<file path="src/rtl/branch_resolver.sv">
// Branch resolver: in-order FIFO of branch predictions, resolved oldest-first against a compare.
// Optional macro BRANCH_RESOLVER_STATS_EN adds saturating resolution/mispredict counters.
module branch_resolver (
    input  logic        clk,
    input  logic        rst_h,
    input  logic        pred_valid,
    input  logic        pred_bit,
    output logic        pred_ready,
    input  logic        res_valid,
    input  logic [2:0]  res_op,
    input  logic [31:0] res_a,
    input  logic [31:0] res_b,
    input  logic        flush,
    output logic        act_taken,
    output logic        pred_taken,
    output logic [1:0]  branch_cond,
    output logic        mispredict,
    output logic        res_err
`ifdef BRANCH_RESOLVER_STATS_EN
    ,
    output logic [15:0] stat_resolved,
    output logic [15:0] stat_mispred
`endif
);

    logic [3:0] fifo_q;
    logic [3:0] fifo_d;
    logic [2:0] count_q, count_d;
    logic [1:0] rd_ptr_q, rd_ptr_d;
    logic [1:0] wr_ptr_q, wr_ptr_d;
    logic       act_taken_q, act_taken_d;
    logic       pred_taken_q, pred_taken_d;
    logic [1:0] branch_cond_q, branch_cond_d;
    logic       mispredict_q, mispredict_d;
    logic       res_err_q, res_err_d;

    logic       taken_c;
    logic       head_c;
    logic       push_c;
    logic       fire_c;
    logic       miss_c;
    logic       wr_en_c;

    // Unassigned compare codes (010, 011) resolve as not-taken.
    always_comb begin
        taken_c = 1'b0;
        case (res_op)
            3'b000:  taken_c = (res_a == res_b);
            3'b001:  taken_c = (res_a != res_b);
            3'b100:  taken_c = ($signed(res_a) <  $signed(res_b));
            3'b101:  taken_c = ($signed(res_a) >= $signed(res_b));
            3'b110:  taken_c = (res_a <  res_b);
            3'b111:  taken_c = (res_a >= res_b);
            default: taken_c = 1'b0;
        endcase
    end

    assign pred_ready = (count_q < 3'd4);
    assign head_c     = fifo_q[rd_ptr_q];
    assign push_c     = pred_valid && pred_ready;
    assign fire_c     = res_valid && !flush && (count_q != 3'd0);
    assign miss_c     = fire_c && (taken_c != head_c);
    assign wr_en_c    = push_c && !flush && !miss_c;

    // Only the slot under the write pointer captures pred_bit, and only on a surviving push.
    generate
        for (genvar gi = 0; gi < 4; gi++) begin : g_entry
            always_comb begin
                fifo_d[gi] = fifo_q[gi];
                if (wr_en_c && (wr_ptr_q == gi[1:0])) begin
                    fifo_d[gi] = pred_bit;
                end
            end
        end
    endgenerate

    always_comb begin
        count_d       = count_q;
        rd_ptr_d      = rd_ptr_q;
        wr_ptr_d      = wr_ptr_q;
        act_taken_d   = act_taken_q;
        pred_taken_d  = pred_taken_q;
        branch_cond_d = 2'b00;
        mispredict_d  = 1'b0;
        res_err_d     = res_err_q;

        if (res_valid && (count_q == 3'd0)) begin
            res_err_d = 1'b1;
        end

        if (fire_c) begin
            act_taken_d   = taken_c;
            pred_taken_d  = head_c;
            branch_cond_d = 2'b01;
            mispredict_d  = miss_c;
        end

        if (flush || miss_c) begin
            count_d  = 3'd0;
            rd_ptr_d = 2'd0;
            wr_ptr_d = 2'd0;
        end else begin
            if (fire_c) begin
                rd_ptr_d = rd_ptr_q + 2'd1;
            end
            if (wr_en_c) begin
                wr_ptr_d = wr_ptr_q + 2'd1;
            end
            if (fire_c && !wr_en_c) begin
                count_d = count_q - 3'd1;
            end else if (wr_en_c && !fire_c) begin
                count_d = count_q + 3'd1;
            end
        end
    end

    always_ff @(posedge clk) begin
        if (rst_h) begin
            fifo_q        <= 4'b0000;
            count_q       <= 3'd0;
            rd_ptr_q      <= 2'd0;
            wr_ptr_q      <= 2'd0;
            act_taken_q   <= 1'b0;
            pred_taken_q  <= 1'b0;
            branch_cond_q <= 2'b00;
            mispredict_q  <= 1'b0;
            res_err_q     <= 1'b0;
        end else begin
            fifo_q        <= fifo_d;
            count_q       <= count_d;
            rd_ptr_q      <= rd_ptr_d;
            wr_ptr_q      <= wr_ptr_d;
            act_taken_q   <= act_taken_d;
            pred_taken_q  <= pred_taken_d;
            branch_cond_q <= branch_cond_d;
            mispredict_q  <= mispredict_d;
            res_err_q     <= res_err_d;
        end
    end

    assign act_taken   = act_taken_q;
    assign pred_taken  = pred_taken_q;
    assign branch_cond = branch_cond_q;
    assign mispredict  = mispredict_q;
    assign res_err     = res_err_q;

`ifdef BRANCH_RESOLVER_STATS_EN
    logic [15:0] stat_resolved_q, stat_resolved_d;
    logic [15:0] stat_mispred_q, stat_mispred_d;

    always_comb begin
        stat_resolved_d = stat_resolved_q;
        stat_mispred_d  = stat_mispred_q;
        if (fire_c && (stat_resolved_q != 16'hFFFF)) begin
            stat_resolved_d = stat_resolved_q + 16'd1;
        end
        if (miss_c && (stat_mispred_q != 16'hFFFF)) begin
            stat_mispred_d = stat_mispred_q + 16'd1;
        end
    end

    always_ff @(posedge clk) begin
        if (rst_h) begin
            stat_resolved_q <= 16'd0;
            stat_mispred_q  <= 16'd0;
        end else begin
            stat_resolved_q <= stat_resolved_d;
            stat_mispred_q  <= stat_mispred_d;
        end
    end

    assign stat_resolved = stat_resolved_q;
    assign stat_mispred  = stat_mispred_q;
`endif

endmodule

</file>
<file path="config.mk">
export PLATFORM = sky130hd
export DESIGN_NAME = branch_resolver
export DESIGN_NICKNAME = d
export VERILOG_FILES = /design/src/rtl/branch_resolver.sv
export SDC_FILE = /design/constraint.sdc
export NUM_CORES = 1
export LEC_CHECK = 0
export CORE_UTILIZATION = 40
export CTS_BUF_LIST = sky130_fd_sc_hd__clkbuf_4
export DETAILED_ROUTE_END_ITERATION = 16
export MAX_ROUTING_LAYER = met4
export PLACE_DENSITY = 0.8
export SLEW_MARGIN = 25
export SYNTH_ARGS = -nofsm -noshare
export SYNTH_HDL_FRONTEND = slang
export SYNTH_SLANG_ARGS = --single-unit
</file>
<file path="constraint.sdc">
create_clock -name clk -period 3.6 [get_ports clk]
set_input_delay 0.54 -clock clk [delete_from_list [all_inputs] [get_ports clk]]
set_output_delay 0.54 -clock clk [all_outputs]
set_load 0.02 [all_outputs]
</file>
### Word level (Yosys, flattened, before mapping)

Cells that the tools add are included.

| storage, ports and cells | value |
|---|---|
| register bits | 17 |
| input port bits | 73 |
| output and inout port bits | 7 |
| logic and storage cells | 65 |

| operators by class | value |
|---|---|
| $add $sub $neg | 4 |
| magnitude comparators | 6 |
| eq/ne operators | 11 |
| multiplexer cells | 6 |
| bitwise gates (word level) | 1 |
| reductions and logical operators | 25 |

Operators with widths:

| kind | number |
|---|---|
| 32-bit greater-or-equal comparator | 2 |
| 32-bit less-than comparator | 2 |
| 32-bit == test | 1 |
| 32-bit inequality test | 1 |
| 1-bit logical AND | 13 |
| 3-bit == test, second input constant | 4 |
| 3-bit zero test | 2 |
| 3-bit two-way mux | 2 |
| 1-bit one-hot mux with 6 select lines | 1 |
| 2-bit by 1-bit adder with 2-bit output, second input constant | 2 |
| 2-bit == test, second input constant | 2 |
| 1-bit zero test | 4 |
| 2-bit OR reduction | 2 |
| 3-bit by 1-bit adder with 3-bit output, second input constant | 1 |
| 3-bit by 1-bit == test with 1-bit output, second input constant | 1 |
| 2-bit by 3-bit less-than comparator with 1-bit output, second input constant | 1 |
| 3-bit less-than comparator, second input constant | 1 |
| 3-bit nonzero test | 1 |
| 3-bit by 1-bit subtractor with 3-bit output, second input constant | 1 |
| 1-bit binary-select mux with 2-bit select | 1 |
| 2-bit by 1-bit == test with 1-bit output, second input constant | 1 |
| 2-bit zero test | 1 |
| 1-bit two-way mux | 2 |
| 2-bit nonzero test | 1 |
| 3 further kinds | 3 |

### Depth between registers and ports, before layout

Gate-level depths: netlist of the first run.

| logic depth | value |
|---|---|
| depth in word-level cells | 9 |
| gate-level depth with buffers | 17 |

### Least setup slack after synthesis of the first run

Ideal clock, no wire load.

| timing path | value |
|---|---|
| path type | input port to flip-flop |
| start | input res_b[31] |
| end | register count_q[2] |
| data arrival time | 3.525 ns |
| path slack | -0.028 ns |
| stages | 16 |
| path buffers | 0 |
| path through | inv_1 ha_1 nand4_4 nor4_4 o311ai_2 nand3_1 mux2i_2 nand3_1 nand3_1 ha_1 inv_1 fa_1 xor2_1 nor2_1 xnor2_1 a2111oi_2 |

| between the ends | value |
|---|---|
| word-level cells in the longest chain between the ends | 9 |
| elaborated cells on any way between the ends | 18 |

RTL lines:

| what | RTL line | text |
|---|---|---|
| from (decl) | 12 | `input logic [31:0] res_b,` |
| 32-bit greater-or-equal comparator, or another cell as far along | 53 | `3'b111: taken_c = (res_a >= res_b);` |
| 1-bit one-hot mux with 6 select lines * | 47 | `case (res_op)` |
| 1-bit inequality test * | 62 | `assign miss_c = fire_c && (taken_c != head_c);` |
| 1-bit logical AND * | 62 |  |
| 1-bit zero test | 63 | `assign wr_en_c = push_c && !flush && !miss_c;` |
| 1-bit logical AND | 63 |  |
| 1-bit zero test | 109 | `if (fire_c && !wr_en_c) begin` |
| 1-bit logical AND | 109 |  |
| 3-bit two-way mux or 2-bit nonzero test (tied branches) | -- |  |
| to (signal assigned) | 130 | `count_q <= count_d;` |
| to (decl) | 28 | `logic [2:0] count_q, count_d;` |

Every way passes the cells marked *; elsewhere a longest branch is shown, timed or not.
A chain may end at the register's enable or synchronous reset.

### Worst setup path after layout of the first run

| timing path | value |
|---|---|
| start | input res_a[27] |
| end | register count_q[1] |

| between the ends | value |
|---|---|
| word-level cells in the longest chain between the ends | 9 |
| elaborated cells on any way between the ends | 18 |

RTL lines:

| what | RTL line | text |
|---|---|---|
| from (decl) | 11 | `input logic [31:0] res_a,` |
| 32-bit greater-or-equal comparator, or another cell as far along | 53 |  |
| 1-bit one-hot mux with 6 select lines * | 47 |  |
| 1-bit inequality test * | 62 |  |
| 1-bit logical AND * | 62 |  |
| 1-bit zero test | 63 |  |
| 1-bit logical AND | 63 |  |
| 1-bit zero test | 109 |  |
| 1-bit logical AND | 109 |  |
| 3-bit two-way mux or 2-bit nonzero test (tied branches) | -- |  |

Marked as above.

==> results.toml, run 1 <==
[placed_design]
i_o_buffers = 78
globalplace.congestion = 0.786
placed_cells_incl_taps = 360
placed_cell_area_sq_um = 2790
dp_hpwl_microns = 3650

[worst_hold_path]
holdCritPathClass = "flop to flop"
worst_hold_path.num_cells = 2
start_point_of_the_worst_min_delay_path = "fifo_q[2]"
hold_path_end = "fifo_q[2]"

[setup_path]
worst_path_dominant_cell_family = "adder cells"
cp_max_fo = 3
critPathArrivalTime_ps = 3660
worst_path_cell_trace = "dlymetal6s2s_1 > ha_4 > nand4_1 > buf_4 > nor3_2 > a21oi_1 > o211a_1 > buf_4 > nand3_1 > and3b_4 > a21o_1 > nand3_2 > ha_4 > inv_2 > fa_2 > nor2_2 > a21oi_2 > a2111oi_2"
critPathMaxStageDelay_ps = 430
reg2reg_slack_ps = 950
worst_setup_path_end_kind = "flop"
slowest_stage = "sky130_fd_sc_hd__fa_2"
rr_endpoint = "count_q[1]"
r2r-start = "count_q[2]"
worst_ep_required_time_ps = 3800
worst_r2r_path_depth = 12
worstPathBufferInverterCount = 4
critPathLaunchType = "primary input"
worstSetupPathType = "primary input to flop"

[logic_synthesis]
ys_seq_area_frac = 0.176
synth_top_cell_by_area = "sky130_fd_sc_hd__ha_1"
leading_cell_type_by_number_of_instances_after_synthesis = "sky130_fd_sc_hd__inv_1"
synth_edf_count = 0
synth_top_cells_by_area = "sky130_fd_sc_hd__ha_1 25%, sky130_fd_sc_hd__dfxtp_1 18%, sky130_fd_sc_hd__inv_1 8.1%"
netlist_area_sq_um = 1820
synthesis.nets = 326
postSynth.asyncResetShare = 0
synth_seq_cells = 16
yosysUniqueCellTypes = 42
dominantRegCellSynth = "sky130_fd_sc_hd__dfxtp_1"
synth_warnings = 0
netlist_instances = 215
postSynthAreaPerCell_sq_um = 8.46
area_share_of_the_largest_cell_type_after_synthesis = 0.255
synth.top_cells.by_count = "39 x sky130_fd_sc_hd__inv_1, 37 x sky130_fd_sc_hd__ha_1, 20 x sky130_fd_sc_hd__a21oi_1, 16 x sky130_fd_sc_hd__dfxtp_1, 13 x sky130_fd_sc_hd__nor2_1"

[floorplanning]
initial_utilization = 0.418
io_pins = 80
overall_die_area_sq_um = 4820
rows = 24
core_region_area_sq_um = 4350
fp.dieW_microns = 69.4
die_y_microns = 69.4

[sta]
max-slew-margin-rel = 0.537
final_count_of_pins_violating_max_slew = 0
hold-worst-slack_ps = 481
timing.clock.skew_ps = 5.82
clock.fmax_ghz = 0.289
final_hold_viol_count = 0
final.setup.tns_ps = 0
timing_worst_slew_pin_value_ps = 693
final.period_utilization = 0.961
setup_violations = 0
final.min_clock_period_ps = 3460

[clock_network]
ctsLongestPathBuffers = 2
tritoncts = "done"
cts.clk_slew.worst_paths_ps = 100
worstSkewPairLatency_ps = 290
cts_hold_repair.buffers = 0
clk_root_buffer_cell = "sky130_fd_sc_hd__clkbuf_4"
h-tree-depth = 1
cts-buffers-inserted = 3
clock-sinks = 16

[pwr]
power-per-cell-area_nw_per_um2 = 176
share_clk_of_total_power = 0.174
peakVddDrop_uv = 120
static_leak_uw = 0.00159
p_int_uw = 385
comb_power_share = 0.509
sequentialPowerShare = 0.317
net-switching-power_uw = 192
switching_share = 0.333

[final_layout]
final-instance-count-excl-fill = 369
design.final.nets = 429
insertedDiodeCount = 0
post_route_cells_drive_above_1_share = 0.309
final.fill_count = 288
stdcell_area_sq_um = 3280
syn_to_final_growth_pct = 80.5

[route]
drt.antenna.violating_nets = 0
detailedRoute.firstIterationViolations = 81
drcViolationCount = 0
wl_per_cell_microns = 15.4
drt_first_pass_iters = 4
wirelength_routed_microns = 5680
dr_total_vias = 1951
via_per_inst = 5.29

[outcome]
status = "finished, final reports clean"

[global_routing]
grt.overflow.total = 0
grt_pass1_vias = 1879
globalRouteTotalUtil = 0.192
grt_max_degree = 17
grt_antenna_before_repair = 0
global_route_wire_length_before_repair_microns = 7580

[flow_run]
maxCapViolCount = 0
-- placed cells by master (no fill, tap or decap), types with 2 or more instances in the layout --
master,instances
sky130_fd_sc_hd__xnor2_1,3
sky130_fd_sc_hd__dlymetal6s2s_1,35
sky130_fd_sc_hd__a21o_1,2
sky130_fd_sc_hd__o21ai_0,3
sky130_fd_sc_hd__ha_1,17
sky130_fd_sc_hd__nor2_2,3
sky130_fd_sc_hd__nand4_1,10
sky130_fd_sc_hd__nand3_1,5
sky130_fd_sc_hd__buf_4,24
sky130_fd_sc_hd__nand2_1,11
sky130_fd_sc_hd__mux2i_1,4
sky130_fd_sc_hd__a2111oi_2,7
sky130_fd_sc_hd__clkbuf_4,3
sky130_fd_sc_hd__inv_1,23
sky130_fd_sc_hd__xor2_1,4
sky130_fd_sc_hd__nand3_2,5
sky130_fd_sc_hd__dfxtp_1,16
sky130_fd_sc_hd__inv_2,16
sky130_fd_sc_hd__clkdlybuf4s50_1,43
sky130_fd_sc_hd__nor2_1,9
sky130_fd_sc_hd__a21oi_1,15
sky130_fd_sc_hd__ha_4,20
sky130_fd_sc_hd__nor2b_1,2
sky130_fd_sc_hd__nand2b_1,5
sky130_fd_sc_hd__a21oi_2,5
-- registers in the layout, indices dropped and copies added (netlist names) --
| name | cells |
|---|---|
| pred_taken | 1 |
| fifo_q | 4 |
| mispredict | 1 |
| rd_ptr_q | 2 |
| branch_cond | 1 |
| wr_ptr_q | 2 |
| res_err | 1 |
| count_q | 3 |
| act_taken | 1 |
-- worst max path at each step --
stage | startpoint | to | slack, ps | cells past startpoint
finish | res_a[27] | count_q[1] | 140 | 18
detailed placement | res_b[25] | count_q[2] | -510 | 19
CTS | res_b[1] | count_q[2] | -30 | 19
global route | res_b[5] | count_q[1] | -50 | 17
floorplan | res_b[31] | count_q[2] | 5 | 16
global placement | res_b[25] | count_q[2] | -400 | 17
-- kinds of logic after synthesis --
| family | after synthesis | share of synthesized area |
|---|---|---|
| and+or+nand+nor | 61 | 0.195 |
| xor gates and xnor gates | 8 | 0.0489 |
| muxes | 6 | 0.0420 |
| DFF | 16 | 0.176 |
| other | 1 | 0.00206 |
| AOI/OAI and AO/OA | 42 | 0.178 |
| buffers and inverters | 43 | 0.0922 |
| adders and majority gates | 38 | 0.266 |
-- power groups by stage --
stage	sequential (uW)	combinational (uW)	clock, uW
after floorplan	188	116	0
after global placement	187	232	0
after detailed placement	187	239	0
after CTS	183	246	105
after global routing	183	319	112
final	183	294	101
-- worst min-delay path, stage by stage (launching register included) --
cell	delay, ps
sky130_fd_sc_hd__dfxtp_1	320
sky130_fd_sc_hd__nand2b_1	60
sky130_fd_sc_hd__mux2i_1	60
-- routing by layer --
metal,share of wire,up-vias,GRT usage
li1,-,956,-
met1,0.38,898,0.206
met2,0.55,81,0.365
met3,0.052,16,0.0334
met4,0.021,0,0.0385
met5,0,-,-
-- area by class of cell --
cell class,count,area [sq um],area share
clock inverter,1,3.75,0.00114
inverter,39,146,0.0446
multi-input combinational,156,1670,0.510
tap,52,65.1,0.0198
sequential,16,320,0.0976
clock buffer,3,22.5,0.00686
timing repair buffer,102,1050,0.320
-- metrics by stage --
stage | setup slack (ps) | total power (uW) | util
floorplan | 4.60 | 304 | -
global placement | -401 | 419 | 0.641
detailed placement | -510 | 425 | 0.641
CTS | -33.6 | 534 | 0.664
global route | -52.5 | 614 | 0.753
finish | 141 | 577 | 0.753
-- repair_timing --
action,4_1_cts,5_1_grt
resized for setup,9,84
pin swaps,15,19
setup endpoints to repair,2,2
buffers inserted,2,3
Power figures use the tool's default switching activity.
==> inputs of run 2 (changes only) <==
--- a/config.mk
+++ b/config.mk
@@ -5,11 +5,13 @@
 export SDC_FILE = /design/constraint.sdc
 export NUM_CORES = 1
 export LEC_CHECK = 0
+export CORE_ASPECT_RATIO = 1.25
 export CORE_UTILIZATION = 40
 export CTS_BUF_LIST = sky130_fd_sc_hd__clkbuf_4
 export DETAILED_ROUTE_END_ITERATION = 16
 export MAX_ROUTING_LAYER = met4
 export PLACE_DENSITY = 0.8
+export RECOVER_POWER = 100
 export SLEW_MARGIN = 25
 export SYNTH_ARGS = -nofsm -noshare
 export SYNTH_HDL_FRONTEND = slang
==> results.toml, run 2 (synthesized netlist as in run 1, its figures left out) <==
[pwr]
comb_power_share = 0.512
net-switching-power_uw = 192
post-layout-total-power_uw = 576
static_leak_uw = 0.00151
p_int_uw = 384
power-per-cell-area_nw_per_um2 = 174
sequentialPowerShare = 0.317
share_clk_of_total_power = 0.171
peakVddDrop_uv = 142
switching_share = 0.333

[sta]
final_count_of_pins_violating_max_slew = 0
clock.fmax_ghz = 0.279
final.period_utilization = 0.994
timing.clock.skew_ps = 4.37
timing_worst_slew_pin_value_ps = 728
final_hold_viol_count = 0
worst_slack_ps = 19.8
setup_violations = 0
max-slew-margin-rel = 0.513
final.setup.tns_ps = 0
final.min_clock_period_ps = 3580

[final_layout]
final.fill_count = 295
final_cell_mix = "33 x sky130_fd_sc_hd__clkdlybuf4s50_1, 28 x sky130_fd_sc_hd__buf_4, 26 x sky130_fd_sc_hd__ha_4"
final_core_density = 0.755
regMostFlops = "fifo_q"
layout_top_registers = "fifo_q (4), count_q (3)"
syn_to_final_growth_pct = 82.4
design.final.nets = 433
final-instance-count-excl-fill = 379
most_common_cell_after_layout_fill_and_taps_aside = "sky130_fd_sc_hd__clkdlybuf4s50_1"
post_route_cells_drive_above_1_share = 0.349
largest_register_ffs = 4
insertedDiodeCount = 0

[clock_network]
cts.clk_slew.worst_paths_ps = 90
clk_root_buffer_cell = "sky130_fd_sc_hd__clkbuf_4"
cts-buffers-inserted = 3
cts_hold_repair.buffers = 0
h-tree-depth = 1
tritoncts = "done"
clock-sinks = 16
ctsLongestPathBuffers = 2
worstSkewPairLatency_ps = 290

[placed_design]
placed_cells_incl_taps = 364
i_o_buffers = 78
detailedPlace.worstSlack_ps = -477
dp_hpwl_microns = 3580
globalplace.congestion = 0.729

[floorplanning]
core_region_area_sq_um = 4390
overall_die_area_sq_um = 4820
fp.dieW_microns = 62.3
die_y_microns = 77.4
rows = 27
io_pins = 80
initial_utilization = 0.414

[global_routing]
global_route_wire_length_before_repair_microns = 7540
grt.overflow.total = 0
globalRouteTotalUtil = 0.192
grt_pass1_vias = 1843
grt_max_degree = 17
grt_antenna_before_repair = 0

[outcome]
status = "finished, final reports clean"

[setup_path]
worst_setup_path_end_kind = "flop"
worst_ep_required_time_ps = 3800
critPathLaunchType = "primary input"
r2r-start = "count_q[2]"
cp_max_fo = 3
critical_path.startpoint = "res_b[11]"
critPathArrivalTime_ps = 3780
worstSetupPathType = "primary input to flop"

[worst_hold_path]
start_point_of_the_worst_min_delay_path = "act_taken"
holdCritPathClass = "flop to flop"

[route]
wirelength_routed_microns = 5930
via_per_inst = 5.24
drt_first_pass_iters = 5
drcViolationCount = 0
wl_per_cell_microns = 15.7
dr_total_vias = 1987
detailedRoute.firstIterationViolations = 56
drt.antenna.violating_nets = 0

[flow_run]
maxCapViolCount = 0
## run 2: cell count changes in the layout (fill, tap and decap cells not counted), moves of 4 or more
cell,before,now
sky130_fd_sc_hd__buf_4,24,28
sky130_fd_sc_hd__clkdlybuf4s15_1,0,5
sky130_fd_sc_hd__clkdlybuf4s50_1,43,33
sky130_fd_sc_hd__dlygate4sd2_1,0,7
sky130_fd_sc_hd__dlygate4sd3_1,0,8
sky130_fd_sc_hd__dlymetal6s2s_1,35,23
sky130_fd_sc_hd__ha_1,17,11
sky130_fd_sc_hd__ha_4,20,26
sky130_fd_sc_hd__inv_1,23,17
sky130_fd_sc_hd__inv_2,16,22
## run 2: worst paths after layout
check | endpoint | slack, ps | cells after the start
max reg2reg | count_q[2] | 960 | 13
min reg2reg | act_taken | 470 | 2
max | count_q[1] | 20 | 17
min | act_taken | 470 | 2
## run 2: power by group through the flow
stage	clock network, uW	logic (uW)	registers [uW]
2_1_floorplan	0	116	188
3_3_place_gp	0	230	186
3_5_place_dp	0	235	187
4_1_cts	98.1	244	183
5_1_grt	107	322	183
6_report	98.6	295	183
## run 2: area by class of cell
class                           instances  area (sq um)  area share
Tap cell                               58          72.6      0.0219
Sequential cell                        16           320      0.0966
Clock buffer                            3          22.5     0.00679
Timing Repair Buffer                  106          1030       0.311
Clock inverter                          1          3.75     0.00113
Multi-Input combinational cell        156          1720       0.519
Inverter                               39           146      0.0442
## run 2: layer usage
metal | up-vias | global-route usage | share of wire | wire (microns)
met1 | 932 | 0.213 | 0.35 | 2070
met4 | 0 | 0.0209 | 0.028 | 167
met5 | - | - | 0 | 0
li1 | 961 | - | - | -
met2 | 75 | 0.373 | 0.58 | 3460
met3 | 19 | 0.0250 | 0.039 | 232
## run 2: what timing repair did
| action | 4_1_cts | 5_1_grt |
|---|---|---|
| buffers inserted | 3 | 8 |
| setup endpoints to repair | 2 | 2 |
| pin swaps | 19 | 34 |
| gates cloned | 0 | 0 |
| gates resized for setup | 32 | 82 |
## run 2: worst max-delay path, cell delays in order
cell	delay, ps
sky130_fd_sc_hd__clkdlybuf4s50_1	490
sky130_fd_sc_hd__inv_1	80
sky130_fd_sc_hd__ha_4	270
sky130_fd_sc_hd__nand4_1	150
sky130_fd_sc_hd__nor2_4	210
sky130_fd_sc_hd__nand3_2	100
sky130_fd_sc_hd__xor2_1	160
sky130_fd_sc_hd__o21bai_1	170
sky130_fd_sc_hd__and3b_4	230
sky130_fd_sc_hd__a21o_1	160
sky130_fd_sc_hd__nand3_2	100
sky130_fd_sc_hd__ha_4	170
sky130_fd_sc_hd__inv_2	50
sky130_fd_sc_hd__fa_2	430
sky130_fd_sc_hd__nor2_2	100
sky130_fd_sc_hd__a21oi_2	40
sky130_fd_sc_hd__a2111oi_2	310
## run 2: per-stage QoR
stage | area [sq um] | hold WS (ps)
5_1_grt | 3320 | 492
2_1_floorplan | 1820 | 445
4_1_cts | 2920 | 468
6_report | 3320 | 468
3_3_place_gp | 2780 | 446
3_5_place_dp | 2780 | 455
==> inputs of run 3 (changes only) <==
--- a/config.mk
+++ b/config.mk
@@ -12,6 +12,7 @@
 export MAX_ROUTING_LAYER = met4
 export PLACE_DENSITY = 0.8
 export RECOVER_POWER = 100
+export SKIP_CTS_REPAIR_TIMING = 1
 export SLEW_MARGIN = 25
 export SYNTH_ARGS = -nofsm -noshare
 export SYNTH_HDL_FRONTEND = slang
==> results.toml, run 3 (synthesized netlist as in run 1, its figures left out) <==
[clock_network]
clk_root_buffer_cell = "sky130_fd_sc_hd__clkbuf_4"
cts-buffers-inserted = 3
clock-sinks = 16
tritoncts = "done"
worstSkewPairLatency_ps = 280
h-tree-depth = 1
ctsLongestPathBuffers = 2
cts.clk_slew.worst_paths_ps = 90

[setup_path]
rr_endpoint = "count_q[2]"
worst_setup_path_end_kind = "flop"
worst_ep_required_time_ps = 3790
worstSetupPathType = "primary input to flop"
worst_r2r_path_depth = 13
r2r-start = "count_q[2]"
critPathLaunchType = "primary input"
critPathCapture = "count_q[2]"
reg2reg_slack_ps = 980
cp_max_fo = 3
critical_path.startpoint = "res_b[5]"
critPathArrivalTime_ps = 3680

[global_routing]
global_route_wire_length_before_repair_microns = 7180
grt_pass1_vias = 1794
top_usage_layer = "met2"
grt_max_degree = 17
gr-usage-met2 = 0.356
grt_antenna_before_repair = 0
met3_usage_grt = 0.0221
grt_util_met1 = 0.201
grt.overflow.total = 0
globalRouteTotalUtil = 0.182

[route]
drt_first_pass_iters = 4
via_per_inst = 5.34
drt.antenna.violating_nets = 0
wirelength_routed_microns = 5880
dr_total_vias = 1985
detailedRoute.firstIterationViolations = 77
drcViolationCount = 0
wl_per_cell_microns = 15.8

[placed_design]
placed_cell_area_sq_um = 2780
placed_cells_incl_taps = 364
i_o_buffers = 78
globalplace.congestion = 0.729
dp_hpwl_microns = 3580

[floorplanning]
fp.dieW_microns = 62.3
rows = 27
core_region_area_sq_um = 4390
die_y_microns = 77.4
io_pins = 80
overall_die_area_sq_um = 4820
initial_utilization = 0.414

[worst_hold_path]
holdCritPathClass = "flop to flop"
start_point_of_the_worst_min_delay_path = "fifo_q[0]"

[sta]
timing_worst_slew_pin_value_ps = 693
clock.fmax_ghz = 0.286
final_hold_viol_count = 0
final.min_clock_period_ps = 3490
setup_violations = 0
timing.clock.skew_ps = 5.82
final_count_of_pins_violating_max_slew = 0
max-slew-margin-rel = 0.536
final.period_utilization = 0.971

[flow_run]
maxCapViolCount = 0

[final_layout]
multiInputGateArea_sq_um = 1630
final-instance-count-excl-fill = 372
seqCellArea_sq_um = 320
stdcell_area_sq_um = 3220
largest_register_ffs = 4
layout_top_registers = "fifo_q (4), count_q (3)"
insertedDiodeCount = 0
most_common_cell_after_layout_fill_and_taps_aside = "sky130_fd_sc_hd__clkdlybuf4s50_1"
final_cell_mix = "36 x sky130_fd_sc_hd__clkdlybuf4s50_1, 34 x sky130_fd_sc_hd__dlymetal6s2s_1, 23 x sky130_fd_sc_hd__inv_1"
syn_to_final_growth_pct = 77.2
regMostFlops = "fifo_q"
final.fill_count = 301
design.final.nets = 426
post_route_cells_drive_above_1_share = 0.277

[pwr]
static_leak_uw = 0.00158
peakVddDrop_uv = 159
power-per-cell-area_nw_per_um2 = 176

[outcome]
status = "finished, final reports clean"
[run 3: critical path, cell delays in order]
cell and delay (ps):
sky130_fd_sc_hd__clkdlybuf4s50_1 450, sky130_fd_sc_hd__inv_1 40, sky130_fd_sc_hd__ha_1 300, sky130_fd_sc_hd__nand3_1 110, sky130_fd_sc_hd__a21boi_1 100, sky130_fd_sc_hd__o311ai_4 350
sky130_fd_sc_hd__nand3_2 170, sky130_fd_sc_hd__mux2i_4 240, sky130_fd_sc_hd__a21o_1 220, sky130_fd_sc_hd__nand3_2 80, sky130_fd_sc_hd__ha_4 130, sky130_fd_sc_hd__inv_2 40
sky130_fd_sc_hd__fa_2 340, sky130_fd_sc_hd__xor2_1 160, sky130_fd_sc_hd__nor2_1 120, sky130_fd_sc_hd__xnor2_1 90, sky130_fd_sc_hd__a2111oi_2 190
[run 3: metrics by stage]
stage                     utilization  TNS [ps]  setup slack [ps]  hold WS (ps)  power (uW)
after floorplan                     -         0              4.60           445         304
after global placement          0.634      -764              -400           446         416
after detailed placement        0.634     -1040              -477           455         422
after CTS                       0.640      -290              -183           468         517
after global routing            0.733     -70.8             -58.9           514         602
final                           0.733         0               105           481         567
[run 3: report_power, final]
group / switching (uW) / total (uW) / internal, uW
registers: 2.40 / 183 / 180
clock network: 55.2 / 95.4 / 40.2
logic: 131 / 289 / 158
[run 3: layout make-up]
type	count	area share
multi-input combinational	156	0.507
timing repair buffer	99	0.318
sequential	16	0.0995
inverter	39	0.0455
tap	58	0.0225
clock buffer	3	0.00699
clock inverter	1	0.00117
[run 3: metal layers]
layer	part of all wire	wire, microns	vias up
li1	-	-	952
met1	0.36	2130	952
met2	0.58	3380	65
met3	0.034	198	16
met4	0.029	172	0
met5	0	0	-
[run 3: worst min-delay path by stage]
stage | to | slack [ps] | depth (start not counted)
2_1_floorplan | fifo_q[0] | 450 | 2
3_3_place_gp | pred_taken | 450 | 2
3_5_place_dp | act_taken | 460 | 2
4_1_cts | act_taken | 470 | 2
5_1_grt | fifo_q[3] | 510 | 2
6_report | fifo_q[0] | 480 | 2
